File: config.mk
export PLATFORM = sky130hd
export DESIGN_NAME = regfile_wb_arbiter
export DESIGN_NICKNAME = d
export VERILOG_FILES = /design/src/rtl/regfile_wb_arbiter.sv
export SDC_FILE = /design/constraint.sdc
export NUM_CORES = 1
export LEC_CHECK = 0
export BUFFER_PORTS_ARGS = -buffer_cell sky130_fd_sc_hd__buf_2
export CORE_UTILIZATION = 53
export CTS_CLUSTER_SIZE = 10
export DETAILED_ROUTE_END_ITERATION = 8
export PLACE_DENSITY = 0.86
export SLEW_MARGIN = 0
export SYNTH_ARGS = -nofsm -noshare
export SYNTH_HDL_FRONTEND = slang
export SYNTH_SLANG_ARGS = --single-unit
File: constraint.sdc
create_clock -name clk -period 2.7 [get_ports clk]
set_input_delay 0.27 -clock clk [delete_from_list [all_inputs] [get_ports clk]]
set_output_delay 0.27 -clock clk [all_outputs]
set_load 0.02 [all_outputs]
File: src/rtl/regfile_wb_arbiter.sv
// Round-robin arbiter sharing the register-file write port between the ALU (A) and load (B)
// write-back paths, with a registered write stage and per-register pending-write counters.
module regfile_wb_arbiter #(
    parameter int DATA_W   = 32,
    parameter int ADDR_W   = 4,
    parameter int NUM_REGS = 15,
    parameter int CNT_W    = 2
) (
    input  logic                clk,
    input  logic                rst,
    input  logic                a_valid,
    input  logic [ADDR_W-1:0]   a_dest,
    input  logic [DATA_W-1:0]   a_data,
    output logic                a_ready,
    input  logic                b_valid,
    input  logic [ADDR_W-1:0]   b_dest,
    input  logic [DATA_W-1:0]   b_data,
    output logic                b_ready,
    input  logic                issue_en,
    input  logic [ADDR_W-1:0]   issue_dest,
    output logic                issue_ready,
    input  logic                flush,
    output logic [NUM_REGS-1:0] busy,
    output logic                writeBackEn,
    output logic [ADDR_W-1:0]   Dest_wb,
    output logic [DATA_W-1:0]   Result_WB,
    output logic                err_pc,
    output logic                err_underflow
);

    localparam logic [CNT_W-1:0] CNT_MAX = '1;

    // Handshake: a transfer happens when x_valid && x_ready; x_ready is combinational and
    // only the granted requester sees it; an unaccepted requester holds dest/data stable.
    logic                rr_a;
    logic [CNT_W-1:0]    cnt [NUM_REGS];
    logic                grant_a, grant_b;
    logic                xfer_a, xfer_b, xfer, xfer_wr;
    logic [ADDR_W-1:0]   xdest;
    logic [DATA_W-1:0]   xdata;
    logic                issue_sat, issue_ok;
    logic [NUM_REGS-1:0] inc_v, dec_v;

    function automatic logic writable(input logic [ADDR_W-1:0] d);
        return 32'(d) < NUM_REGS;
    endfunction

    always_comb begin
        grant_a = a_valid && (rr_a || !b_valid);
        grant_b = b_valid && (!rr_a || !a_valid);
    end

    assign a_ready = rst && grant_a;
    assign b_ready = rst && grant_b;
    assign xfer_a  = a_valid && a_ready;
    assign xfer_b  = b_valid && b_ready;
    assign xfer    = xfer_a || xfer_b;
    assign xdest   = xfer_a ? a_dest : b_dest;
    assign xdata   = xfer_a ? a_data : b_data;
    assign xfer_wr = xfer && writable(xdest);

    // Loop compare instead of indexing cnt[issue_dest], since the PC index has no counter.
    always_comb begin
        issue_sat = 1'b0;
        for (int i = 0; i < NUM_REGS; i++) begin
            if (issue_dest == ADDR_W'(i) && cnt[i] == CNT_MAX)
                issue_sat = 1'b1;
        end
        issue_ready = rst && !issue_sat;
        issue_ok    = issue_en && issue_ready && writable(issue_dest);
    end

    always_comb begin
        for (int i = 0; i < NUM_REGS; i++) begin
            busy[i]  = cnt[i] != '0;
            inc_v[i] = issue_ok && issue_dest == ADDR_W'(i);
            dec_v[i] = xfer_wr && xdest == ADDR_W'(i);
        end
    end

    always_ff @(posedge clk) begin
        if (!rst) begin
            writeBackEn   <= 1'b0;
            Dest_wb       <= '0;
            Result_WB     <= '0;
            rr_a          <= 1'b1;
            err_pc        <= 1'b0;
            err_underflow <= 1'b0;
            for (int i = 0; i < NUM_REGS; i++)
                cnt[i] <= '0;
        end else begin
            writeBackEn <= xfer_wr;
            if (xfer_wr) begin
                Dest_wb   <= xdest;
                Result_WB <= xdata;
            end
            if (xfer)
                rr_a <= xfer_b;
            if (xfer && !writable(xdest))
                err_pc <= 1'b1;
            // Issue and retire to the same register cancel out.
            for (int i = 0; i < NUM_REGS; i++) begin
                if (flush)
                    cnt[i] <= '0;
                else if (inc_v[i] && !dec_v[i])
                    cnt[i] <= cnt[i] + 1'b1;
                else if (dec_v[i] && !inc_v[i]) begin
                    if (cnt[i] == '0)
                        err_underflow <= 1'b1;
                    else
                        cnt[i] <= cnt[i] - 1'b1;
                end
            end
        end
    end

endmodule

==> metrics.txt <==
Sum Neg Setup Slack=0 ns; Syn Nets=714; setup repair bufs after CTS=0; Slew Viols, Final=0; Cell Area, Placed=5620 sq um; post-synthesis mux area share=under 10%; Leak Pwr=about 2.6 nW; largest net degree at the start of global routing=52; Starting Density=55.6%; CP arrival=roughly 2.6 ns; Port Buffers=138; r2r worst-path depth=7; final hold violations=0; Crit Path Max Fanout=5; type of origin of the critical path=register; detailed placement HPWL=10,400 um; pwr dens=around 470 nW/um^2; period utilisation layout=92.1%; status=complete, no violations; cells resized by post-CTS repair=0; Largest stage delay, worst path=~0.57 ns; Main synth FF type=dfxtp_1; clock slew at reported path FFs=0.08 ns; Worst Path Buf+Inv=0; Post-synth EDFFs=30; vias in the first global route=4,777; CP Cell Sequence=ha_1 -> and4b_1 -> a31oi_1 -> o221ai_1 -> nor4_2 -> a31oi_1 -> nand2_1; Yosys cell types=73; Syn. warnings=0; Antenna Nets Post-Route=0; DRC errors left=0; unrepaired setup endpoints after global routing=no; Post-Synthesis Cells=~600; DR vias/cell=5.96; top post-synthesis cells by area=edfxtp_1 (18%), dfxtp_1 (16%), nand2_1 (8.0%), ha_1 (7.6%), a311oi_1 (6.4%); CTS Root Cell=clkbuf_8; Crit. End Element=register; post-synthesis sequential area ratio=between 30% and 40%; compound-gate portion of the synthesized area=18.4%; Top delay family on crit path=simple AND/OR/NAND/NOR gates; max-cap violations=0; WL final=approximately 14,000 um; via count=around 5,000; die width=98.4 um; cell mode on critical path=a31oi_1; cts hold-fix bufs=0; first-pass GRT wire length=22,500 um; slowest CP cell=nor4_2; IO Pins=139; P&R area growth vs syn=18.7%; Core Region=8850 sq um; CTS Sinks=70; dominant cell type by area after synthesis=edfxtp_1; Max Clock Freq=402 MHz; worst min path class=input pin to register; drt pass-1 iters=7; slew at the pin closest to its max-slew limit=~1.0 ns; Remaining Overflow, GRT=0; die height=98.4 um; Synth top area share=a little under a fifth; Levels on crit path=7; final instance area=5850 sq um; layout net count=837; commonest cells in the netlist=nand2_1 (105), nor2_1 (72), inv_1 (47); 1st-iter DRT viols=292; Post-Synth XOR/XNOR Area=0%; adder-cell share of the synthesized area=under 10%; Peak VDD IR=0.000281 V; Crit path required time=2.77 ns; Die Area=9680 sq um; top-count cell post-synth=nand2_1; syn_area_per_cell=8.18 sq um; Cell Area, Synth=~4900 sq um; Clock Path Buffers=2; CTS Buf Count=9; endpoints failing setup=0; GRT Total Usage=29.0%; Tmin final=2.49 ns; routability cong.=0.957; Fin Clk Skew=0.00979 ns; initial antenna violation count=0; Antenna Cells=0; simple-gate share of the synthesized area=29.4%; share of layout cells above drive strength 1=about a quarter; clock latency at the later pin of the worst-skew pair=0.35 ns; routed length per instance=about 16 um; Post-synth ARST share=0%; worst hold path cell count=2; largest family of logic cells by synthesized area=simple AND/OR/NAND/NOR gates; row cnt=34; Layout Utilization=66.1%; CTS tree=built; #FFs+latches synth=70; Crit Path Class=register to register; Slew Limit Headroom=31.7%; H-tree levels=3
state kept, by name, summed over array words and instances, names as in the netlist:
register / flops
Dest_wb: 4
Result_WB: 32
cnt: 30
err_pc: 1
err_underflow: 1
rr_a: 1
writeBackEn: 1
cells by family after synthesis:
logic type	after synthesis
AND/OR/NAND/NOR	289
flip-flops	70
adder cells (fa/ha/maj)	30
AO/OA/AOI/OAI	117
multiplexers	7
buffers and inverters	89
cells in the final DEF (no fill, tap or decap), types with 3 or more instances in the layout:
cell	n
mux2i_1	7
dfxtp_1	40
o211ai_1	11
inv_1	47
o21ai_1	3
and4b_1	3
a21oi_1	14
buf_4	14
nand2b_1	9
nor2b_1	8
a311oi_1	36
or3_1	5
nand4_1	9
and3_1	5
o21ai_0	9
nor2_1	72
nand2_1	105
nor4_1	13
ha_1	30
o2111ai_1	6
a31oi_1	5
o21a_1	4
nand3_1	7
or4_1	7
buf_2	138
nor3_1	18
clkbuf_8	10
edfxtp_1	30
report_power, final:
part           switching [mW]  internal [mW]  total, mW
logic                   0.380          0.212      0.592
registers              0.0413           1.17       1.21
clock network           0.435          0.515      0.950
final timing paths:
check | from | to | slack [ns]
setup / recovery | cnt[1][8]$_SDFFCE_PN0P_ | cnt[1][1]$_SDFFCE_PN0P_ | 0.21
hold / removal | rst | rr_a$_SDFFE_PN1P_ | 0.15
setup reg to reg | cnt[1][8]$_SDFFCE_PN0P_ | cnt[1][1]$_SDFFCE_PN0P_ | 0.21
hold reg to reg | Result_WB[5]$_SDFFE_PN0P_ | Result_WB[5]$_SDFFE_PN0P_ | 0.50
worst register-to-register path: cells and delay by family (launching register included):
family	cells	cell delay (ns)
adders and majority gates	1	0.24
DFF	1	0.42
AOI/OAI and AO/OA	3	0.62
and+or+nand+nor	3	0.92
area by class of cell:
type | instances | area [sq um]
Clock buffer | 11 | 163
Clock inverter | 5 | 62.6
Fill cell | 766 | 3000
Inverter | 49 | 184
Timing Repair Buffer | 152 | 796
Tap cell | 108 | 135
Multi-Input combinational cell | 443 | 2800
Sequential cell | 70 | 1700
metrics by stage:
stage / instances / worst slack, ns / hold WS (ns) / power, mW
3_3_place_gp: 822 / 0.242 / 0.478 / 1.80
2_1_floorplan: 602 / 0.556 / 0.402 / 1.61
5_1_grt: 838 / 0.0745 / 0.152 / 2.89
4_1_cts: 838 / 0.234 / 0.135 / 2.77
6_report: 838 / 0.213 / 0.145 / 2.75
3_5_place_dp: 822 / 0.207 / 0.486 / 1.82
layer usage:
metal / track usage (%) / vias up / share of wire [%] / wire [um]
met5: 0 / - / 0 / 0
met4: 12.1 / 0 / 2.4 / 335
met3: 6.08 / 28 / 9.3 / 1280
met2: 50.2 / 259 / 49 / 6810
met1: 35.1 / 2292 / 39 / 5350
li1: - / 2417 / - / -
(Power assumes the default switching activity.)
